`config.mk`:
```
export PLATFORM = sky130hd
export DESIGN_NAME = tmds_channel_decoder
export DESIGN_NICKNAME = d
export VERILOG_FILES = /design/src/rtl/tmds_channel_decoder.sv
export SDC_FILE = /design/constraint.sdc
export NUM_CORES = 1
export LEC_CHECK = 0
export BUFFER_PORTS_ARGS = -buffer_cell sky130_fd_sc_hd__clkbuf_2
export CORE_ASPECT_RATIO = 1.2
export CORE_MARGIN = 5
export CORE_UTILIZATION = 62
export CTS_BUF_LIST = sky130_fd_sc_hd__clkbuf_4
export DETAILED_ROUTE_END_ITERATION = 8
export PLACE_DENSITY = 0.84
export SETUP_SLACK_MARGIN = 0.05
export SLEW_MARGIN = 20
export SYNTH_ARGS = -nofsm -noshare
export SYNTH_HDL_FRONTEND = slang
export SYNTH_SLANG_ARGS = --single-unit
```
`constraint.sdc`:
```
create_clock -name clk_pixel -period 2.7 [get_ports clk_pixel]
set_clock_uncertainty 0.15 [all_clocks]
set_input_delay 0.54 -clock clk_pixel [delete_from_list [all_inputs] [get_ports clk_pixel]]
set_output_delay 0.54 -clock clk_pixel [all_outputs]
set_load 0.005 [all_outputs]
```
`src/rtl/tmds_channel_decoder.sv`:
```
// rtl/tmds_channel_decoder.sv - TMDS receive channel: bit-slip symbol alignment and 10b/8b decode
module tmds_channel_decoder #(
    parameter int CTRL_RUN_MIN   = 8,
    parameter int SEARCH_TIMEOUT = 2048,
    parameter int LOCK_TIMEOUT   = 4096
) (
    input  logic       clk_pixel,
    input  logic       rst_n_i,
    input  logic [9:0] raw_i,
    output logic [7:0] data_o,
    output logic       de_o,
    output logic [1:0] ctrl_o,
    output logic       locked_o,
    output logic [3:0] offset_o
);

    localparam int RUN_W  = (CTRL_RUN_MIN   > 1) ? $clog2(CTRL_RUN_MIN)   : 1;
    localparam int TMO_W  = (SEARCH_TIMEOUT > 1) ? $clog2(SEARCH_TIMEOUT) : 1;
    localparam int IDLE_W = (LOCK_TIMEOUT   > 1) ? $clog2(LOCK_TIMEOUT)   : 1;

    localparam logic [RUN_W-1:0]  RUN_LAST  = RUN_W'(CTRL_RUN_MIN - 1);
    localparam logic [TMO_W-1:0]  TMO_LAST  = TMO_W'(SEARCH_TIMEOUT - 1);
    localparam logic [IDLE_W-1:0] IDLE_LAST = IDLE_W'(LOCK_TIMEOUT - 1);

    typedef enum logic {
        ST_SEARCH = 1'b0,
        ST_LOCKED = 1'b1
    } state_t;

    state_t             state_q, state_d;
    logic [9:0]         raw_q, win_q, win_d;
    logic [3:0]         offset_q, offset_d;
    logic [RUN_W-1:0]   run_cnt_q, run_cnt_d;
    logic [TMO_W-1:0]   tmo_cnt_q, tmo_cnt_d;
    logic [IDLE_W-1:0]  idle_cnt_q, idle_cnt_d;
    logic [1:0]         hold_q, hold_d;
    logic [7:0]         data_q, data_d;
    logic               de_q, de_d;
    logic [1:0]         ctrl_q, ctrl_d;

    logic               is_ctrl;
    logic [1:0]         tok_code;
    logic [19:0]        cat_sh;
    logic [7:0]         d_fix;
    logic [7:0]         dec;

    always_comb begin
        cat_sh = {raw_i, raw_q} >> offset_q;
        win_d  = cat_sh[9:0];
    end

    always_comb begin
        is_ctrl  = 1'b1;
        tok_code = 2'b00;
        case (win_q)
            10'h354: tok_code = 2'b00;
            10'h0AB: tok_code = 2'b01;
            10'h154: tok_code = 2'b10;
            10'h2AB: tok_code = 2'b11;
            default: is_ctrl  = 1'b0;
        endcase
    end

    always_comb begin
        d_fix  = win_q[9] ? ~win_q[7:0] : win_q[7:0];
        dec    = 8'h00;
        dec[0] = d_fix[0];
        for (int i = 1; i < 8; i++) begin
            dec[i] = win_q[8] ? (d_fix[i] ^ d_fix[i-1]) : ~(d_fix[i] ^ d_fix[i-1]);
        end
    end

    always_comb begin
        state_d    = state_q;
        offset_d   = offset_q;
        run_cnt_d  = run_cnt_q;
        tmo_cnt_d  = tmo_cnt_q;
        idle_cnt_d = idle_cnt_q;
        hold_d     = hold_q;
        case (state_q)
            ST_SEARCH: begin
                // After a slip the window is flushed before run/timeout counting restarts
                if (hold_q != 2'd0) begin
                    hold_d = hold_q - 2'd1;
                end else if (is_ctrl && (run_cnt_q == RUN_LAST)) begin
                    state_d    = ST_LOCKED;
                    run_cnt_d  = '0;
                    tmo_cnt_d  = '0;
                    idle_cnt_d = '0;
                end else if (tmo_cnt_q == TMO_LAST) begin
                    offset_d  = (offset_q == 4'd9) ? 4'd0 : offset_q + 4'd1;
                    run_cnt_d = '0;
                    tmo_cnt_d = '0;
                    hold_d    = 2'd2;
                end else begin
                    if (!is_ctrl) begin
                        run_cnt_d = '0;
                    end else if (run_cnt_q != '1) begin
                        run_cnt_d = run_cnt_q + RUN_W'(1);
                    end
                    if (tmo_cnt_q != '1) begin
                        tmo_cnt_d = tmo_cnt_q + TMO_W'(1);
                    end
                end
            end
            ST_LOCKED: begin
                if (is_ctrl) begin
                    idle_cnt_d = '0;
                end else if (idle_cnt_q == IDLE_LAST) begin
                    state_d    = ST_SEARCH;
                    idle_cnt_d = '0;
                    run_cnt_d  = '0;
                    tmo_cnt_d  = '0;
                end else if (idle_cnt_q != '1) begin
                    idle_cnt_d = idle_cnt_q + IDLE_W'(1);
                end
            end
            default: state_d = ST_SEARCH;
        endcase
    end

    // Output rules follow the next state so the unlock edge already blanks DE
    always_comb begin
        data_d = 8'h00;
        de_d   = 1'b0;
        ctrl_d = ctrl_q;
        if (state_d == ST_LOCKED) begin
            if (is_ctrl) begin
                ctrl_d = tok_code;
            end else begin
                de_d   = 1'b1;
                data_d = dec;
            end
        end
    end

    always_ff @(posedge clk_pixel or negedge rst_n_i) begin
        if (!rst_n_i) begin
            state_q    <= ST_SEARCH;
            raw_q      <= 10'h000;
            win_q      <= 10'h000;
            offset_q   <= 4'd0;
            run_cnt_q  <= '0;
            tmo_cnt_q  <= '0;
            idle_cnt_q <= '0;
            hold_q     <= 2'd0;
            data_q     <= 8'h00;
            de_q       <= 1'b0;
            ctrl_q     <= 2'b00;
        end else begin
            state_q    <= state_d;
            raw_q      <= raw_i;
            win_q      <= win_d;
            offset_q   <= offset_d;
            run_cnt_q  <= run_cnt_d;
            tmo_cnt_q  <= tmo_cnt_d;
            idle_cnt_q <= idle_cnt_d;
            hold_q     <= hold_d;
            data_q     <= data_d;
            de_q       <= de_d;
            ctrl_q     <= ctrl_d;
        end
    end

    assign data_o   = data_q;
    assign de_o     = de_q;
    assign ctrl_o   = ctrl_q;
    assign locked_o = (state_q == ST_LOCKED);
    assign offset_o = offset_q;

endmodule

```
Word level (Yosys, flattened, before mapping):

Index checks and enable logic that the tools add are counted.

* register bits after elaboration: 64
* bits in latches: 0
* RAM bits: 0
* ROM bits: 0
* input bits: 12
* output and inout port bits: 16
* word-level logic and storage cells: 108
* memories kept: 0

* $add $sub $neg: 5
* multiply operators: 0
* divide/modulo/power cells: 0
* $lt $le $gt $ge: 0
* equal/unequal tests: 19
* shifts and indexed selects: 1
* multiplexer cells: 44
* bitwise gates (word level): 18
* reductions and logical operators: 10

Operators with widths (number)
* $mux 11: 6
* $mux 12: 5
* $mux 8: 3
* $pmux 12 s2: 1
* $pmux 11 s2: 1
* $mux 3: 7
* $eq 10x10->1 const B: 2
* $shr 20x4->10: 1
* $mux 1: 14
* $add 12x1->12 const B: 1
* $eq 12x12->1 const B: 1
* $ne 12x12->1 const B: 1
* $reduce_and 4->1: 3
* $add 11x1->11 const B: 1
* $eq 11x11->1 const B: 1
* $ne 11x11->1 const B: 1
* $eq 10x8->1 const B: 1
* $eq 10x9->1 const B: 1
* $not 1->1: 10
* $ne 2x2->1 const B: 4
* $not 8->8: 1
* $xor 1x1->1: 7
* $mux 2: 3
* $pmux 2 s3: 1
* other kinds (18): 20

Logic depth before layout (Yosys ltp):

Gate-level depths: netlist of run 1.

* depth in word-level cells: 8
* depth in mapped cells: 8
* gate-level depth less buffers: 7

Worst setup path after synthesis of run 1:

No wires, ideal clock.

* path kind: register to register
* start point: reg idle_cnt_q[0]
* end point: reg idle_cnt_q[9]
* library setup time: 124 ps
* data arrival time: 1746 ps
* data required time: 2426 ps
* path slack: 680 ps
* cell stages (with the launch flop): 9
* path buffers: 1
* period minus slack after synthesis: 2020 ps
* path through: dfrtp_1 > ha_1 > nand3_2 > nor4_4 > or4_4 > buf_6 > inv_6 > and3_1 > a211o_1

* cells in the longest elaborated chain, start to end: 5
* elaborated cells on any way between the ends: 9
* those cells by class: 1 x add/sub; 3 x eq/ne; 4 x mux; 1 x reduce/logical

RTL lines
* start, declared: RTL line 35 `logic [IDLE_W-1:0] idle_cnt_q, idle_cnt_d;`
* start signal, assigned: RTL line 157 `idle_cnt_q <= idle_cnt_d;`
* $add 12x1->12: RTL line 115 `idle_cnt_d = idle_cnt_q + IDLE_W'(1);`
* $mux 12: RTL line 114 `end else if (idle_cnt_q != '1) begin`
* $mux 12: RTL line 109 `end else if (idle_cnt_q == IDLE_LAST) begin`
* $mux 12: RTL line 107 `if (is_ctrl) begin`
* $pmux 12 s2: RTL line 80 `case (state_q)`

Several ways; a longest one is shown, not always the timed one. The select of a mux whose other input is x is not followed.
A chain may end at the register's enable or synchronous reset.

Final worst setup path of run 1:

* start point: reg win_q[6]
* end point: reg tmo_cnt_q[9]

* cells in the longest elaborated chain, start to end: 7
* elaborated cells on any way between the ends: 13
* those cells by class: 6 x eq/ne; 4 x mux; 3 x reduce/logical

RTL lines
* start, declared: RTL line 31 `logic [9:0] raw_q, win_q, win_d;`
* start signal, assigned: RTL line 153 `win_q <= win_d;`
* $eq 10x10->1, or another cell as far along: RTL line 55 `case (win_q)`
* $reduce_or 4->1 (no source line) (*)
* $mux 1 (*): RTL line 55
* $logic_and 1x1->1: RTL line 85 `end else if (is_ctrl && (run_cnt_q == RUN_LAST)) begin`
* $mux 11: RTL line 85
* $mux 11: RTL line 83 `if (hold_q != 2'd0) begin`
* $pmux 11 s2: RTL line 80
* end signal, assigned: RTL line 156 `tmo_cnt_q <= tmo_cnt_d;`
* end, declared: RTL line 34 `logic [TMO_W-1:0] tmo_cnt_q, tmo_cnt_d;`

Every way passes the cells marked *; elsewhere a longest branch is shown, timed or not. The select of a mux whose other input is x is not followed.

==> reports/summary.md, run 1 <==
Clocking
- **H-Tree Level Count** 3
- **maximum count of clock buffers along a single path** 2
- **root buf cell** sky130_fd_sc_hd__clkbuf_4
- **CTS tree** yes
- **buffer count from post-CTS setup fixing** 0
- **clock slew at reported path FFs** 0.12 ns
- **number of gates resized after CTS** 0
- **number of buffers inserted for hold repair after clock tree synthesis** 0
- **source-to-sink clock delay at the later pin of the worst-skew pair** 0.41 ns
- **Clock Sink Count** 64
- **total clock buffers created by CTS** 9

Layout
- **post-layout instance area** 3930 um2
- **area grow syn2layout** 8.60%
- **final net count** 408
- **final antenna diode count** 0
- **layout cell share with drive strength beyond 1** 19.5%
- **end-of-flow core utilization** 69.4%
- **non-filler cells, final** 475

Floorplanning
- **I/O Pins** 28
- **standard-cell rows** 30
- **horizontal die dimension** 79.8 um
- **starting density of the core** 63.9%
- **height of the die** 93.7 um
- **die area** 7480 um2
- **Core Box Area** 5670 um2

Place
- **Post-DP Area** 3820 um2
- **IO buf count** 27
- **final HPWL from detailed placement** 5.42 mm
- **Post-Place Setup Slack** 0.355 ns
- **Final GP Congestion** 0.859
- **cell total after placement** 459

Power
- **power density of the placed cells** 422 nW/um2
- **Static Leakage** 1.79 nW
- **worst vdd ir** 404 uV
- **Total Power** 1.66 mW

Setup path
- **highest-delay cell along the critical path** sky130_fd_sc_hd__a41oi_2
- **Critical Path End Type** register
- **Critical Path RT** 2.83 ns
- **worst-path cell chain** and4bb_4, nand3_1, a41oi_2, a2bb2oi_1, o22ai_1
- **critical path startpoint category** register
- **cell type group with the largest total delay on the critical path** compound AO/OA/AOI/OAI gates
- **Buf+Inv Stages, Crit Path** 0
- **type of the worst setup path** register to register
- **endpoint arrival time on the critical path** 2.51 ns
- **slowest cell delay on critical path** 0.72 ns
- **path length in cells of the critical path** 5
- **depth of the worst register-to-register path** 5
- **CP max FO** 18

STA
- **total negative slack** 0 ns
- **final hold violations** 0
- **Final period util** 88.3%
- **final worst-path setup slack** 0.315 ns
- **RSZ-0062 raised after global routing** false
- **clock period minus final worst setup slack** 2.38 ns
- **Hold Worst Slack** 0.0976 ns
- **total setup violations reported at the end of the flow** 0
- **relative slew slack** 30.2%
- **fin. max-slew vios** 0
- **transition at the pin with the smallest max-transition slack** 1.04 ns
- **Max Clock Freq** 419 MHz

Global route
- **number of antenna violations at the first check in global routing** 0
- **global-route wire length before repair** 13.2 mm
- **vias in the first global route** 2878
- **largest net degree at the start of global routing** 65
- **total track usage** 22.7%
- **residual overflow from global routing** 0

Routing
- **vias per cell** 6.16
- **vias after detailed routing** 2925
- **Avg WL per Cell** 15.9 um
- **Detailed Route WL** 7.55 mm
- **detailed-route DRC error count** 0
- **remaining antenna violation count after routing** 0
- **drt first-iter violations** 168
- **number of search-and-repair iterations in the first detailed-routing pass** 5

Synthesis
- **Most used DFF post-synth** sky130_fd_sc_hd__dfrtp_1
- **syn avg cell area** 10.0 um2
- **cell count after synthesis** 362
- **Yosys cell types** 64
- **area share of xor/xnor cells in the synthesized design** 3.14%
- **Syn Nets** 380
- **simple logic cell fraction of the synthesized area** 20.3%
- **Yosys warning total** 0
- **Synth Cell Area** 3620 um2
- **largest family of logic cells by synthesized area** simple AND/OR/NAND/NOR gates
- **part of the Yosys area used for sequential elements** 44.2%
- **fraction of the mapped netlist area in compound gates** 16.5%
- **EDFF count, synth** 0
- **Post-Synth Adder-Cell Area** 2.07%
- **mux contribution to synthesized area** 9.84%
- **number of register bits inferred by synthesis** 64
- **share of flip-flops with an asynchronous set or reset** 100%

Status
- **run status** finished clean

Run
- **max-cap violations** 0

Hold path
- **worst hold path class** input port to register
- **worst hold path cell count** 1

[report_power, final]
part           switching [mW]  internal [mW]  total (mW)
sequential             0.0165          0.973       0.990
combinational          0.0573         0.0486       0.106
clock                   0.376          0.188       0.565
[routing by layer]
| metal | vias up | global-route usage, % | wire, um |
|---|---|---|---|
| li1 | 1400 | - | - |
| met1 | 1429 | 28.2 | 3270 |
| met2 | 79 | 37.0 | 3810 |
| met3 | 17 | 4.51 | 312 |
| met4 | 0 | 12.5 | 161 |
| met5 | - | 0 | 0 |
[cell type report]
type / count / area, um2
well taps: 80 / 100
flip-flops and latches: 64 / 1600
clock inverters: 7 / 47.5
repair buffers: 33 / 180
clock buffers: 9 / 67.6
inverters: 14 / 57.6
fillers: 437 / 1730
multi-input cells: 268 / 1880
[cells in the final DEF, fill, tap and decap left out, types with 6 or more instances in the layout]
cell type	synthesis	routed
sky130_fd_sc_hd__and3_1	7	7
sky130_fd_sc_hd__nand3_1	9	9
sky130_fd_sc_hd__a21oi_1	20	20
sky130_fd_sc_hd__nor3_1	10	10
sky130_fd_sc_hd__nand4_1	9	9
sky130_fd_sc_hd__mux2_2	7	7
sky130_fd_sc_hd__ha_1	6	6
sky130_fd_sc_hd__nor2b_1	6	6
sky130_fd_sc_hd__dfrtp_1	64	64
sky130_fd_sc_hd__inv_1	12	12
sky130_fd_sc_hd__mux2i_1	12	12
sky130_fd_sc_hd__xnor2_1	12	12
sky130_fd_sc_hd__clkbuf_4	0	9
sky130_fd_sc_hd__clkbuf_2	0	27
sky130_fd_sc_hd__mux4_2	7	7
sky130_fd_sc_hd__a211o_1	6	6
sky130_fd_sc_hd__buf_4	0	6
sky130_fd_sc_hd__nand2_1	37	37
sky130_fd_sc_hd__nor2_1	28	28
sky130_fd_sc_hd__o21ai_0	17	17
[path summary, 6_finish.rpt]
check,from,end,slack (ns)
setup / recovery,win_q[6],tmo_cnt_q[9],0.32
hold / removal,raw_i[7],raw_q[7],0.1
setup reg to reg,win_q[6],tmo_cnt_q[9],0.32
hold reg to reg,run_cnt_q[1],run_cnt_q[1],0.35
max in group asynchronous,rst_n_i,offset_o[0],1.76
min in group asynchronous,rst_n_i,tmo_cnt_q[1],0.13
[cells by family after synthesis]
| kind of cell | after synthesis |
|---|---|
| and+or+nand+nor | 135 |
| buffers and inverters | 30 |
| DFF | 64 |
| muxes | 26 |
| AOI/OAI and AO/OA | 88 |
| adders and majority gates | 6 |
| xor gates and xnor gates | 13 |
[cells in the mapped netlist, types with 2 or more instances]
| library cell | count | area [um2] |
|---|---|---|
| sky130_fd_sc_hd__nor2b_1 | 6 | 37.5 |
| sky130_fd_sc_hd__a32oi_1 | 2 | 17.5 |
| sky130_fd_sc_hd__nand4_1 | 9 | 56.3 |
| sky130_fd_sc_hd__buf_2 | 4 | 20.0 |
| sky130_fd_sc_hd__xnor2_1 | 12 | 105 |
| sky130_fd_sc_hd__a311o_1 | 2 | 20.0 |
| sky130_fd_sc_hd__nor3_1 | 10 | 50.1 |
| sky130_fd_sc_hd__clkbuf_1 | 9 | 33.8 |
| sky130_fd_sc_hd__mux2i_1 | 12 | 120 |
| sky130_fd_sc_hd__a211o_1 | 6 | 52.6 |
| sky130_fd_sc_hd__inv_1 | 12 | 45.0 |
| sky130_fd_sc_hd__o21ai_0 | 17 | 85.1 |
| sky130_fd_sc_hd__ha_1 | 6 | 75.1 |
| sky130_fd_sc_hd__a211oi_1 | 5 | 37.5 |
| sky130_fd_sc_hd__nor4b_1 | 2 | 17.5 |
| sky130_fd_sc_hd__mux4_2 | 7 | 158 |
| sky130_fd_sc_hd__a2bb2oi_1 | 2 | 17.5 |
| sky130_fd_sc_hd__and3_1 | 7 | 43.8 |
| sky130_fd_sc_hd__or4_1 | 3 | 22.5 |
| sky130_fd_sc_hd__nand3_1 | 9 | 45.0 |
| sky130_fd_sc_hd__o31ai_1 | 5 | 37.5 |
| sky130_fd_sc_hd__and2_1 | 3 | 18.8 |
| sky130_fd_sc_hd__o221ai_1 | 2 | 17.5 |
| sky130_fd_sc_hd__mux2_2 | 7 | 78.8 |
| sky130_fd_sc_hd__a221o_1 | 3 | 30.0 |
| sky130_fd_sc_hd__nor3b_2 | 2 | 25.0 |
| sky130_fd_sc_hd__dfrtp_1 | 64 | 1600 |
| sky130_fd_sc_hd__o21a_1 | 2 | 15.0 |
| sky130_fd_sc_hd__a21o_1 | 5 | 37.5 |
| sky130_fd_sc_hd__nor4_1 | 2 | 12.5 |
| sky130_fd_sc_hd__o21ai_1 | 2 | 10.0 |
| sky130_fd_sc_hd__o22ai_1 | 5 | 31.3 |
| sky130_fd_sc_hd__or3_1 | 2 | 12.5 |
| sky130_fd_sc_hd__a22o_1 | 2 | 17.5 |
| sky130_fd_sc_hd__a31oi_1 | 2 | 12.5 |
| sky130_fd_sc_hd__nor2_1 | 28 | 105 |
| sky130_fd_sc_hd__nand2_1 | 37 | 139 |
| sky130_fd_sc_hd__a21oi_1 | 20 | 100 |
| sky130_fd_sc_hd__or2_2 | 2 | 12.5 |
[registers in the layout (all words and copies together) (netlist names)]
| name | flops |
|---|---|
| offset_o | 4 |
| data_o | 8 |
| run_cnt_q | 3 |
| locked_o | 1 |
| tmo_cnt_q | 11 |
| ctrl_o | 2 |
| idle_cnt_q | 12 |
| de_o | 1 |
| hold_q | 2 |
| raw_q | 10 |
| win_q | 10 |
[worst register-to-register path: cells and delay by family, from the launching register on]
family	cells	cell delay (ns)
flops	1	0.45
compound gates	3	1.09
simple gates	2	0.57
Note: power is estimated with default switching activity, not from simulation.
==> run 2, diff against run 1 <==
clock period = 2.6 ns   (was 2.7 ns; I/O delays follow)
==> reports/summary.md, run 2 (synthesis results as in run 1) <==
Status
- **run status** finished clean

STA
- **final worst-path setup slack** 0.309 ns
- **RSZ-0062 raised after global routing** false
- **total negative slack** 0 ns
- **total setup violations reported at the end of the flow** 0
- **final hold violations** 0
- **fin. max-slew vios** 0
- **Max Clock Freq** 436 MHz
- **clock period minus final worst setup slack** 2.29 ns
- **relative slew slack** 45.7%
- **Final period util** 88.1%
- **transition at the pin with the smallest max-transition slack** 0.814 ns
- **Hold Worst Slack** 0.0699 ns

Setup path
- **endpoint arrival time on the critical path** 2.46 ns
- **critical path startpoint category** register
- **flop2flop setup slack** 0.31 ns
- **Critical Path RT** 2.77 ns
- **worst-path cell chain** ha_1, nand3_2, nor4_4, or4_4, inv_6, and3_1, a211o_1
- **cell type group with the largest total delay on the critical path** simple AND/OR/NAND/NOR gates
- **type of the worst setup path** register to register
- **Buf+Inv Stages, Crit Path** 1
- **highest-delay cell along the critical path** sky130_fd_sc_hd__nor4_4
- **Critical Path End Type** register
- **slowest cell delay on critical path** 0.42 ns
- **CP max FO** 16

Floorplanning
- **Core Box Area** 5670 um2
- **die area** 7480 um2
- **starting density of the core** 63.9%
- **horizontal die dimension** 79.8 um
- **height of the die** 93.7 um
- **standard-cell rows** 30
- **I/O Pins** 28

Routing
- **number of search-and-repair iterations in the first detailed-routing pass** 5
- **Avg WL per Cell** 15.6 um
- **vias per cell** 6.03
- **vias after detailed routing** 2900
- **remaining antenna violation count after routing** 0
- **detailed-route DRC error count** 0
- **drt first-iter violations** 215
- **Detailed Route WL** 7.48 mm

Place
- **cell total after placement** 465
- **IO buf count** 27
- **Post-Place Setup Slack** 0.248 ns
- **final HPWL from detailed placement** 5.34 mm
- **Final GP Congestion** 0.853

Layout
- **most frequent standard cell in the layout excluding fill and tap cells** sky130_fd_sc_hd__dfrtp_1
- **end-of-flow core utilization** 71.4%
- **area grow syn2layout** 11.7%
- **final antenna diode count** 0
- **register ranked first by flip-flop count** idle_cnt_q
- **filler cell count** 438
- **most frequent cells in the layout** 64 x sky130_fd_sc_hd__dfrtp_1, 37 x sky130_fd_sc_hd__nand2_1, 28 x sky130_fd_sc_hd__nor2_1
- **number of flip-flops in the largest register** 12
- **non-filler cells, final** 481
- **final net count** 414
- **largest registers in the final layout** idle_cnt_q: 12 flops, tmo_cnt_q: 11 flops
- **layout cell share with drive strength beyond 1** 20.7%

Global route
- **largest net degree at the start of global routing** 65
- **routing usage on met1** 29.1%
- **met2 track demand over resource** 36.9%
- **Most Used Layer, Global Route** met2
- **residual overflow from global routing** 0
- **met3 capacity usage during global routing** 3.65%
- **global-route wire length before repair** 13.1 mm
- **number of antenna violations at the first check in global routing** 0
- **vias in the first global route** 2798
- **total track usage** 22.5%

Clocking
- **H-Tree Level Count** 3
- **maximum count of clock buffers along a single path** 2
- **buffer count from post-CTS setup fixing** 0
- **Clock Sink Count** 64
- **source-to-sink clock delay at the later pin of the worst-skew pair** 0.42 ns
- **root buf cell** sky130_fd_sc_hd__clkbuf_4
- **clock slew at reported path FFs** 0.12 ns
- **CTS tree** yes
- **total clock buffers created by CTS** 9

Power
- **cell internal power dissipation** 1.46 mW
- **switching power** 0.476 mW
- **switching fraction of total power** 24.6%
- **Static Leakage** 1.84 nW
- **clock share of power** 41.4%
- **relative contribution of combinational cells to total power** 5.6%
- **power density of the placed cells** 479 nW/um2
- **sequential fraction of design power** 53.0%
- **worst vdd ir** 321 uV

Run
- **max-cap violations** 0

Hold path
- **worst hold path class** input port to register

-- run 2: cell types whose count changed in the layout (fill, tap and decap cells not counted), sizes merged --
cell / change
clkinv: -2
clkinvlp: -1
buf: +6
inv: +1
bufinv: +2
-- run 2: final timing paths --
| kind | cells past startpoint | to | start |
|---|---|---|---|
| setup / recovery | 7 | idle_cnt_q[9] | idle_cnt_q[0] |
| hold / removal | 1 | raw_q[9] | raw_i[9] |
| setup reg to reg | 7 | idle_cnt_q[9] | idle_cnt_q[0] |
| hold reg to reg | 2 | run_cnt_q[1] | run_cnt_q[1] |
| max in group asynchronous | 2 | tmo_cnt_q[8] | rst_n_i |
| min in group asynchronous | 2 | idle_cnt_q[9] | rst_n_i |
-- run 2: layout make-up --
cell class,instances,area (um2),share of cell area (%)
Inverter,14,57.6,1.42
Multi-Input combinational cell,268,1890,46.7
Clock inverter,7,103,2.54
Clock buffer,9,67.6,1.67
Timing Repair Buffer,39,225,5.57
Sequential cell,64,1600,39.6
Tap cell,80,100,2.47
-- run 2: power by group through the flow --
stage / logic [mW] / clock network, mW / registers [mW]
after CTS: 0.111 / 0.825 / 1.03
after global placement: 0.108 / 0 / 1.04
after floorplan: 0.0655 / 0 / 1.04
final: 0.109 / 0.801 / 1.03
after global routing: 0.124 / 0.876 / 1.03
after detailed placement: 0.110 / 0 / 1.05
-- run 2: stage by stage --
step | area [um2] | total power [mW]
5_1_grt | 4050 | 2.03
6_report | 4050 | 1.94
2_1_floorplan | 3620 | 1.11
3_3_place_gp | 3860 | 1.15
3_5_place_dp | 3860 | 1.16
4_1_cts | 4030 | 1.96
-- run 2: layer usage --
layer	wire [um]	vias to the layer above	part of all wire [%]
met2	3720	88	50
met5	0	-	0
met1	3240	1396	43
met4	112	0	1.5
met3	408	9	5.5
li1	-	1407	-
-- run 2: repair_timing --
item | 4_1_cts | 5_1_grt
endpoints found under the hold margin | 0 | 0
hold buffers | 0 | 0
gates resized for setup | 0 | 1
endpoints found under the setup margin | 0 | 1
